$ cat src/rtl/count_down_to_zero.sv
// Datapath primitives for the NeoPixel controller: loadable down-counter, one-hot decoder, 8:1 mux.
// Optional macro CDZ_WRAP_EN makes the counter wrap from 0 to all-ones instead of saturating.

module count_down_to_zero #(
  parameter int WIDTH = 8
) (
  input  logic             clock,
  input  logic             reset,
  input  logic [WIDTH-1:0] D,
  input  logic             load,
  input  logic             en,
  output logic [WIDTH-1:0] Q,
  output logic             done
);

  logic [WIDTH-1:0] count_q;
  logic [WIDTH-1:0] count_d;
  logic             at_zero;

  assign at_zero = (count_q == '0);

  // Load wins over enable; the zero case either saturates or wraps depending on the build.
  always_comb begin
    count_d = count_q;
    if (load) begin
      count_d = D;
    end else if (en) begin
`ifdef CDZ_WRAP_EN
      count_d = count_q - 1'b1;
`else
      if (!at_zero) begin
        count_d = count_q - 1'b1;
      end
`endif
    end
  end

  always_ff @(posedge clock or posedge reset) begin
    if (reset) begin
      count_q <= '0;
    end else begin
      count_q <= count_d;
    end
  end

  assign Q    = count_q;
  assign done = at_zero;

endmodule


$ cat config.mk
export PLATFORM = sky130hd
export DESIGN_NAME = count_down_to_zero
export DESIGN_NICKNAME = d
export VERILOG_FILES = /design/src/rtl/count_down_to_zero.sv
export SDC_FILE = /design/constraint.sdc
export NUM_CORES = 1
export LEC_CHECK = 0
export BUFFER_PORTS_ARGS = -buffer_cell sky130_fd_sc_hd__buf_4
export CORE_AREA = 10 10 47 49
export DETAILED_ROUTE_END_ITERATION = 8
export DIE_AREA = 0 0 57 59
export HOLD_SLACK_MARGIN = 0.02
export PLACE_DENSITY_LB_ADDON = 0.12
export SYNTH_ARGS = -nofsm -noshare
export SYNTH_HDL_FRONTEND = slang
export SYNTH_SLANG_ARGS = --single-unit
$ cat constraint.sdc
create_clock -name clock -period 3.22 [get_ports clock]
set_clock_uncertainty 0.1 [all_clocks]
set_input_delay 0.483 -clock clock [delete_from_list [all_inputs] [get_ports clock]]
set_output_delay 0.483 -clock clock [all_outputs]
set_load 0.01 [all_outputs]
; Word-level counts from Yosys, hierarchy flattened
; Index checks and enable logic that the tools add are counted.
; W data, S select, Z words.
[totals]
ff_bits = 8
rom_bits = 0
mem_bits_rw = 0
output_inout_bits = 9
word_cells = 9
in_bits = 12
memories = 0
latchBits = 0
[classes]
bitwise_logic = 0
n_addsub = 1
n_eq_ne = 1
shift = 0
multipliers = 0
div_mod_pow = 0
reduce_logical = 3
magnitude_cmp = 0
muxes = 3
[ops]
columns = op, n
row1 = $mux W8, 3
row2 = $logic_not A8 Y1, 1
row3 = $sub A8 B1 Y8 const B, 1
row4 = $ne A2 B2 Y1 const B, 1
row5 = $reduce_and A2 Y1, 1
row6 = $reduce_bool A2 Y1, 1

; Longest topological paths before layout
; Gate-level depths: netlist of the first run.
[depth]
depth_word = 4
ltp_mapped = 6
ltp_nobuf = 6

; Worst setup path after synthesis of the first run
; Ideal clock, no wire load.
[synth_timing]
kind = register -> output
from = register count_q[0], in the netlist Q[0]
to = output port done
n_path_buf = 0
stages_incl_launch_ff = 5
path_slack_ns = 1.397
t_required_ns = 2.637
t_arrival_ns = 1.240
path_cell_list = dfrtp_1 > inv_1 > ha_1 > nor4b_4 > and2_1
[synth_between]
elab_chain_len = 1
[synth_rtl]
columns = item, line_no
row1 = start: declaration, 16  ; logic [WIDTH-1:0] count_q;
row2 = start signal: assignment, 42  ; count_q <= count_d;
row3 = $logic_not A8 Y1, 20  ; assign at_zero = (count_q == '0);
row4 = end: declaration, 13  ; output logic done
; Every way passes these cells.

; Final worst setup path of the first run
; Same ends and word-level chain as after synthesis.

==> results of run 1 <==
==> layer usage <==
| metal | vias to the layer above | track usage, % | routed length (um) |
|---|---|---|---|
| met4 | 0 | 6.040 | 39 |
| met5 | - | 0 | 0 |
| met3 | 5 | 3.648 | 117 |
| met1 | 234 | 10.56 | 613 |
| li1 | 245 | - | - |
| met2 | 19 | 13.02 | 633 |
==> cells in the final DEF (no fill, tap or decap), types with 2 or more instances in the layout <==
cell	instances
a2bb2oi_1	2
xnor2_1	2
nor2_1	2
nor3_1	2
nand2_1	10
dfrtp_1	8
buf_4	20
a21oi_1	3
inv_1	4
clkbuf_4	3
nand4b_1	2
nand3_1	3
o21ai_0	2
==> per-stage QoR <==
step / setup WS [ns] / instance area (um^2) / util [%] / power, uW / instances
2_1_floorplan: 1.397 / 498.0 / - / 169.4 / 55
3_3_place_gp: 1.268 / 664.4 / 47.41 / 207.6 / 90
3_5_place_dp: 1.251 / 664.4 / 47.41 / 209.2 / 90
4_1_cts: 0.9614 / 686.9 / 49.02 / 290.6 / 93
5_1_grt: 0.7979 / 686.9 / 49.02 / 307.5 / 93
6_report: 0.9692 / 686.9 / 49.02 / 288.3 / 93
==> cell families after synthesis <==
family,count (synthesis),synth area share (%)
and+or+nand+nor,26,31.66
AOI/OAI and AO/OA,13,18.34
adders and majority gates,1,2.512
DFF,8,40.20
buffers and inverters,5,3.767
xor gates and xnor gates,2,3.518
==> cell type report <==
class                   instances  area (um^2)
multi-input cells              42        279.0
clock buffers                   3        22.52
inverters                       4        15.01
flip-flops and latches          8        200.2
well taps                      16        20.02
repair buffers                 20        150.1
fillers                       152        714.4
==> final timing paths <==
check	endpoint	slack, ns	depth (start not counted)
setup / recovery	done	0.97	5
hold / removal	Q[2]	0.08	2
setup reg to reg	Q[1]	1.49	6
hold reg to reg	Q[7]	0.50	2
max in group asynchronous	Q[4]	2.70	2
min in group clock	Q[1]	0.32	3
==> worst reg2reg max path, stage by stage (launching register included) <==
cell      delay (ns)
dfrtp_1         0.42
inv_1           0.08
ha_1            0.18
nor4b_4         0.38
a21boi_2        0.18
o221ai_1        0.21
nand2_1         0.07
==> synthesized netlist by cell type, drive strengths merged <==
library cell	instances	area [um^2]
and2	1	6.260
nor4b	1	23.77
o21ai	3	15.01
dfrtp	8	200.2
a21boi	1	11.26
ha	1	12.51
xnor2	2	17.52
nor3	2	10.01
and4b	1	10.01
nand4b	2	17.52
o221ai	1	8.760
nand3b	1	7.510
a21oi	4	23.77
a2bb2oi	2	17.52
o311ai	1	8.760
a31oi	1	6.260
inv	4	15.01
nor2	2	7.510
or3	1	6.260
or4b	1	10.01
clkbuf	1	3.750
nor2b	1	6.260
nand3	3	15.01
nand2	10	37.54
==> where the power goes <==
group	leakage, uW	internal, uW	switching [uW]
registers	0.0000939	112	17.1
clock network	0.0000138	43.0	39.1
logic	0.000209	41.4	36.1
==> summary.txt, run 1 <==
Floorplan
  • Die ar.: between 3000 and 4000 um^2
  • Die W: around 57 um
  • Core Area: about 1400 um^2
  • Initial core utilization: 35.54%
  • Top Ports: 21
  • Site row count: 14
  • Die Y: approximately 59 um

Clock tree
  • Post-CTS Setup Bufs: 0
  • Clock Sinks: 8
  • CTS Buffer Depth: 2
  • Worst-skew pair later-pin latency: 0.26 ns
  • Clk slew on worst S/H paths: about 0.06 ns
  • Cts hold-fix bufs: 0
  • CTS root buffer: clkbuf_4
  • H-tree Lvls: 1
  • TritonCTS clock tree: yes
  • CTS resizes: 0
  • TritonCTS buffer count: 3

Setup path
  • Worst path slowest cell: dfrtp_1
  • WP buf/inv: 2
  • Data arrival, critical path: 1.67 ns
  • Largest stage delay, worst path: 0.42 ns
  • CP Cell Sequence: inv_1 > ha_1 > nor4b_4 > and2_1 > buf_4
  • Startpoint type of the worst setup path: flip-flop
  • Worst Path Max Fanout: 7
  • CP Class: flip-flop to output pin
  • CP Launch Point: Q[0]
  • Crit path capture type: output pin
  • CP Data Required Time: about 2.6 ns
  • CP delay by family, top: simple AND/OR/NAND/NOR gates
  • Reg2reg start: Q[0]

STA
  • # setup viols final: 0
  • Setup TNS: 0 ns
  • Max-slew violations: 0
  • Unrepaired setup endpoints after global routing: false
  • Period minus WS final: around 2.3 ns
  • Slew @ Worst Pin: between 0.4 and 0.5 ns
  • Final hold viol count: 0
  • Fin crit share: 69.90%
  • Fmax achieved: between 400 and 500 MHz
  • Max transition margin: between 60% and 70%
  • Hold slack: 0.07665 ns

GRT
  • GR Util All Layers: about 9.0%
  • Initial antenna violation count: 0
  • Largest net degree at the start of global routing: 12
  • Gr ovfl total: 0
  • First-pass GRT wire length: about 2400 um
  • Vias in the first global route: between 500 and 600

Drt
  • Avg WL per Cell: 15.09 um
  • Vias post-DR: ~500
  • DRT Pass-1 Iters: 4
  • Post-route DRC: 0
  • Total wire length: about 1400 um
  • Post-DRT Antenna Nets: 0
  • Iter 0 DRT Violations: 12
  • Via-per-instance ratio: around 5.4

Status
  • Outcome: completed

Power
  • Max VDD drop: about 0.2 mV
  • Pwr/cell area: approximately 420 nW/um^2
  • Lkg Pwr: approximately 0.00032 uW

Cells and area
  • Ant diodes: 0
  • Max reg flops: 8
  • Share of layout cells above drive strength 1: between 30% and 40%
  • Nets@finish: 92
  • Synth-to-Final Area Change: 37.94%

Yosys
  • Synth unique cells: 26
  • Mapped Area: between 400 and 500 um^2
  • Syn. warnings: 0
  • Average size of a mapped cell: about 9.1 um^2
  • Mapped Cells: 55
  • Synthesized Nets: 68
  • Post-synthesis sequential area ratio: 40.20%
  • Post-synthesis register bit count: 8

Placement
  • PortBufs: 20
  • DP HPWL: approximately 1100 um
  • RePlAce Congestion: 0.8168

Job
  • Max Cap Violations: 0

Worst hold path
  • Worst hold path type: input pin to asynchronous set/reset pin
Note: power is estimated with default switching activity, not from simulation.
==> run 2: changes to the inputs <==
==> constraint.sdc (replaced) <==
create_clock -name clock -period 2.3 [get_ports clock]
set_clock_uncertainty 0.1 [all_clocks]
set_input_delay 0.345 -clock clock [delete_from_list [all_inputs] [get_ports clock]]
set_output_delay 0.345 -clock clock [all_outputs]
set_load 0.01 [all_outputs]
==> summary.txt, run 2 (synthesis gave the netlist of run 1 again) <==
Setup path
  • Startpoint type of the worst setup path: flip-flop
  • Data arrival, critical path: 1.67 ns (about the same)
  • CP Cell Sequence: inv_1 > ha_1 > nor4b_4 > and2_1 > buf_4
  • Crit path capture type: output pin
  • Worst Path Max Fanout: 7 (unchanged)
  • Worst path slowest cell: dfrtp_1
  • CP Class: flip-flop to output pin
  • Worst R2R Path Depth: 6 (unchanged)
  • CP Data Required Time: 1.86 ns (-0.78 ns)
  • Largest stage delay, worst path: 0.42 ns (about the same)

Drt
  • Total wire length: 1458 um (+3.9%)
  • Via-per-instance ratio: 5.245 (-3.0%)
  • Iter 0 DRT Violations: 9 (-3)
  • Post-DRT Antenna Nets: 0 (unchanged)
  • DRT Pass-1 Iters: 4 (unchanged)
  • Post-route DRC: 0 (unchanged)
  • Avg WL per Cell: 15.51 um (+2.8%)
  • Vias post-DR: 493 (-2.0%)

Job
  • Max Cap Violations: 0 (unchanged)

Status
  • Outcome: completed

STA
  • Setup TNS: 0 ns (unchanged)
  • Max-slew violations: 0 (unchanged)
  • Max transition margin: 66.72% (-0.33 points)
  • Fmax achieved: ~470 MHz
  • Unrepaired setup endpoints after global routing: false
  • Final hold viol count: 0 (unchanged)
  • Final worst slack: 0.1805 ns (-0.7887 ns)
  • Slew @ Worst Pin: 0.4953 ns (+0.004883 ns)
  • Period minus WS final: 2.119 ns
  • Fin crit share: 92.15%
  • # setup viols final: 0 (unchanged)

Clock tree
  • TritonCTS buffer count: 3 (unchanged)
  • TritonCTS clock tree: yes
  • CTS root buffer: clkbuf_4
  • Clk slew on worst S/H paths: 0.06 ns (about the same)
  • Worst-skew pair later-pin latency: 0.26 ns (about the same)
  • H-tree Lvls: 1 (unchanged)
  • CTS resizes: 0 (unchanged)
  • Clock Sinks: 8 (unchanged)
  • CTS Buffer Depth: 2 (unchanged)
  • Cts hold-fix bufs: 1 (+1)
  • Post-CTS Setup Bufs: 0 (unchanged)

Power
  • Max VDD drop: 0.2838 mV (+42%)
  • Pwr/cell area: 584.5 nW/um^2 (+39%)
  • Lkg Pwr: 0.0003206 uW (+1.3%)

GRT
  • Vias in the first global route: 520 (+0.78%)
  • GR Util All Layers: 9.233% (+0.26 points)
  • Gr ovfl total: 0 (unchanged)
  • Largest net degree at the start of global routing: 12 (unchanged)
  • Initial antenna violation count: 0 (unchanged)
  • First-pass GRT wire length: 2456 um (+2.0%)

Cells and area
  • Synth-to-Final Area Change: 39.95%
  • Commonest cells after routing, fill and taps aside: buf_4 (20), nand2_1 (10), dfrtp_1 (8)
  • Ant diodes: 0 (unchanged)
  • Cell area after layout: 696.9 um^2 (+1.5%)
  • Most common cell after layout, fill and taps aside: buf_4
  • Post-Layout Cell Count: 94 (+1.1%)
  • Share of layout cells above drive strength 1: 33.33% (-0.43 points)
  • Nets@finish: 93 (+1.1%)
  • Max reg flops: 8 (unchanged)

Floorplan
  • Site row count: 14 (unchanged)
  • Die ar.: 3363 um^2 (unchanged)
  • Top Ports: 21 (unchanged)
  • Die Y: 59 um (unchanged)
  • Core Area: 1401 um^2 (unchanged)
  • Initial core utilization: 35.54% (unchanged)
  • Die W: 57 um (unchanged)

Worst hold path
  • Number of cells on the worst hold path: 3
  • Worst hold path type: input pin to flip-flop

Placement
  • RePlAce Congestion: 0.7989 (-2.2%)
  • DP HPWL: 1078 um (unchanged)
  • Placed Instances: 90 (unchanged)
  • Area post-placement: 664.4 um^2 (unchanged)
  • PortBufs: 20 (unchanged)
  • Pre-CTS WS: 0.4692 ns (-0.7820 ns)
## run 2: changes by cell type in the layout (fill, tap and decap cells not counted)
cell | previous run | this run
dlygate4sd3_1 | 0 | 1
## run 2: path summary, 6_finish.rpt
kind	start	to	slack, ns
worst max-delay path	Q[0]	done	0.18
worst min-delay path	D[1]	Q[1]	0.18
worst max register to register	Q[0]	Q[0]	0.56
worst min register to register	Q[7]	Q[7]	0.50
max in group asynchronous	reset	Q[4]	1.33
min in group asynchronous	reset	Q[2]	0.53
## run 2: report_power, final
| group | internal, uW | switching, uW |
|---|---|---|
| Clock | 60.3 | 55.8 |
| Combinational | 59.1 | 51.9 |
| Sequential | 156 | 23.9 |
## run 2: critical path: cells and delay by family, from the launching register on
kind	cells	cell delay (ns)
and+or+nand+nor	2	0.60
DFF	1	0.42
adders and majority gates	1	0.18
buffers and inverters	2	0.21
## run 2: metrics by stage
| stage | power (uW) | hold slack [ns] | utilization [%] |
|---|---|---|---|
| floorplan | 237.2 | 0.06066 | - |
| global placement | 290.6 | 0.2302 | 47.41 |
| detailed placement | 292.9 | 0.2315 | 47.41 |
| CTS | 408.1 | 0.1867 | 49.73 |
| global route | 432.4 | 0.2081 | 49.73 |
| finish | 407.3 | 0.1808 | 49.73 |
## run 2: routing by layer
layer  up-vias  GRT usage [%]  part of all wire (%)
met5         -              0                     0
met4         0          6.040                   2.7
met3         5          3.648                   7.6
met2        15          14.11                    46
met1       228          10.44                    44
li1        245              -                     -
## run 2: layout make-up
class	instances	area, um^2
Fill cell	154	704.4
Sequential cell	8	200.2
Clock buffer	3	22.52
Multi-Input combinational cell	42	279.0
Inverter	4	15.01
Tap cell	16	20.02
Timing Repair Buffer	21	160.2
==> run 3: changes to the inputs <==
--- a/config.mk
+++ b/config.mk
@@ -11,6 +11,7 @@
 export DIE_AREA = 0 0 57 59
 export HOLD_SLACK_MARGIN = 0.02
 export PLACE_DENSITY_LB_ADDON = 0.12
+export REMOVE_ABC_BUFFERS = 1
 export SYNTH_ARGS = -nofsm -noshare
 export SYNTH_HDL_FRONTEND = slang
 export SYNTH_SLANG_ARGS = --single-unit
==> summary.txt, run 3 (synthesis gave the netlist of run 1 again) <==
Status
  • Outcome: completed

STA
  • Max transition margin: 70.64% (+3.9 points)
  • # setup viols final: 0 (unchanged)
  • Period minus WS final: 2.115 ns (-0.004865 ns)
  • Slew @ Worst Pin: 0.4385 ns (-0.05684 ns)
  • Final hold viol count: 0 (unchanged)
  • Max-slew violations: 0 (unchanged)
  • Setup TNS: 0 ns (unchanged)
  • Fmax achieved: 472.9 MHz (+0.23%)
  • Unrepaired setup endpoints after global routing: false
  • Fin crit share: 91.94% (-0.21 points)

Power
  • Max VDD drop: 0.2663 mV (-6.1%)
  • Lkg Pwr: 0.0003206 uW (unchanged)
  • Tot Pwr: 398.0 uW (-2.3%)
  • Pwr/cell area: 571.1 nW/um^2 (-2.3%)

Drt
  • Avg WL per Cell: 14.66 um (-5.5%)
  • Vias post-DR: 485 (-1.6%)
  • Post-DRT Antenna Nets: 0 (unchanged)
  • Via-per-instance ratio: 5.160 (-1.6%)
  • Total wire length: 1378 um (-5.5%)
  • Iter 0 DRT Violations: 12 (+3)
  • DRT Pass-1 Iters: 4 (unchanged)
  • Post-route DRC: 0 (unchanged)

Clock tree
  • Clock Sinks: 8 (unchanged)
  • Post-CTS Setup Bufs: 0 (unchanged)
  • TritonCTS buffer count: 3 (unchanged)
  • Worst-skew pair later-pin latency: 0.25 ns (about the same)
  • Clk slew on worst S/H paths: 0.05 ns (about the same)
  • Cts hold-fix bufs: 1 (unchanged)
  • H-tree Lvls: 1 (unchanged)
  • CTS resizes: 0 (unchanged)
  • TritonCTS clock tree: yes
  • CTS Buffer Depth: 2 (unchanged)
  • CTS root buffer: clkbuf_4

GRT
  • Largest net degree at the start of global routing: 12 (unchanged)
  • Gr ovfl total: 0 (unchanged)
  • Initial antenna violation count: 0 (unchanged)
  • GR Util All Layers: 8.802% (-0.43 points)
  • First-pass GRT wire length: 2366 um (-3.7%)
  • Vias in the first global route: 530 (+1.9%)

Setup path
  • Reg2reg start: Q[0]
  • CP endpoint: done
  • Worst path slowest cell: dfrtp_1
  • Worst r2r dst: Q[1]
  • Largest stage delay, worst path: 0.42 ns (about the same)
  • Worst Path Max Fanout: 7 (unchanged)
  • CP Class: flip-flop to output pin
  • CP Launch Point: Q[0]
  • Worst R2R Path Depth: 6 (unchanged)
  • Crit path capture type: output pin
  • CP Cell Sequence: inv_1 > ha_1 > nor4b_4 > and2_1 > buf_4
  • Startpoint type of the worst setup path: flip-flop
  • CP Data Required Time: 1.86 ns (about the same)
  • R2r setup slk: 0.55 ns (about the same)
  • Data arrival, critical path: 1.67 ns (about the same)

Cells and area
  • Fillcell total: 151 (-1.9%)
  • Commonest cells after routing, fill and taps aside: buf_4 (20), nand2_1 (10), dfrtp_1 (8)
  • Most common cell after layout, fill and taps aside: buf_4
  • Max reg flops: 8 (unchanged)
  • Ant diodes: 0 (unchanged)
  • Share of layout cells above drive strength 1: 33.33% (unchanged)
  • Nets@finish: 93 (unchanged)
  • Synth-to-Final Area Change: 39.95% (unchanged)

Placement
  • RePlAce Congestion: 0.8069 (+1.0%)
  • DP HPWL: 1055 um (-2.1%)
  • PortBufs: 20 (unchanged)

Floorplan
  • Core Area: 1401 um^2 (unchanged)
  • Die ar.: 3363 um^2 (unchanged)
  • Die Y: 59 um (unchanged)
  • Site row count: 14 (unchanged)
  • Top Ports: 21 (unchanged)
  • Die W: 57 um (unchanged)
  • Initial core utilization: 35.54% (unchanged)

Worst hold path
  • Worst hold path type: input pin to flip-flop

Job
  • Max Cap Violations: 0 (unchanged)
run 3: metrics by stage:
| step | instances | utilization, % | hold slack (ns) | setup slack, ns | area (um^2) |
|---|---|---|---|---|---|
| after global routing | 94 | 49.73 | 0.1927 | 0.05840 | 696.9 |
| after floorplan | 54 | - | 0.06066 | 0.6148 | 494.2 |
| after global placement | 90 | 47.41 | 0.2337 | 0.4858 | 664.4 |
| after detailed placement | 90 | 47.41 | 0.2351 | 0.4714 | 664.4 |
| after CTS | 94 | 49.73 | 0.1754 | 0.1779 | 696.9 |
| final | 94 | 49.73 | 0.1851 | 0.1854 | 696.9 |
run 3: where the power goes:
part / internal, uW / switching (uW)
combinational: 59.2 / 49.9
clock: 59.8 / 48.6
sequential: 156 / 24.1
total: 275 / 123
run 3: routing by layer:
| metal | wire (um) | GRT usage, % |
|---|---|---|
| met1 | 630 | 10.45 |
| met2 | 606 | 12.56 |
| met3 | 116 | 4.292 |
| met4 | 25 | 5.034 |
| met5 | 0 | 0 |
run 3: final cells by class:
class / instances / area, um^2 / area share (%)
clock buffer: 3 / 22.52 / 3.232
sequential: 8 / 200.2 / 28.73
multi-input combinational: 42 / 279.0 / 40.04
tap: 16 / 20.02 / 2.873
inverter: 4 / 15.01 / 2.154
timing repair buffer: 21 / 160.2 / 22.98
run 3: critical path: cells and delay by family (launching register included):
| family | cells | cell delay [ns] |
|---|---|---|
| and+or+nand+nor | 2 | 0.62 |
| DFF | 1 | 0.42 |
| adders and majority gates | 1 | 0.18 |
| buffers and inverters | 2 | 0.20 |
run 3: how the worst min path moves through the flow:
stage / startpoint / end / cells after the start
6_report: D[1] / Q[1] / 3
5_1_grt: D[1] / Q[1] / 3
4_1_cts: D[1] / Q[1] / 3
3_5_place_dp: reset / Q[5] / 2
3_3_place_gp: reset / Q[5] / 2
2_1_floorplan: reset / Q[0] / 1
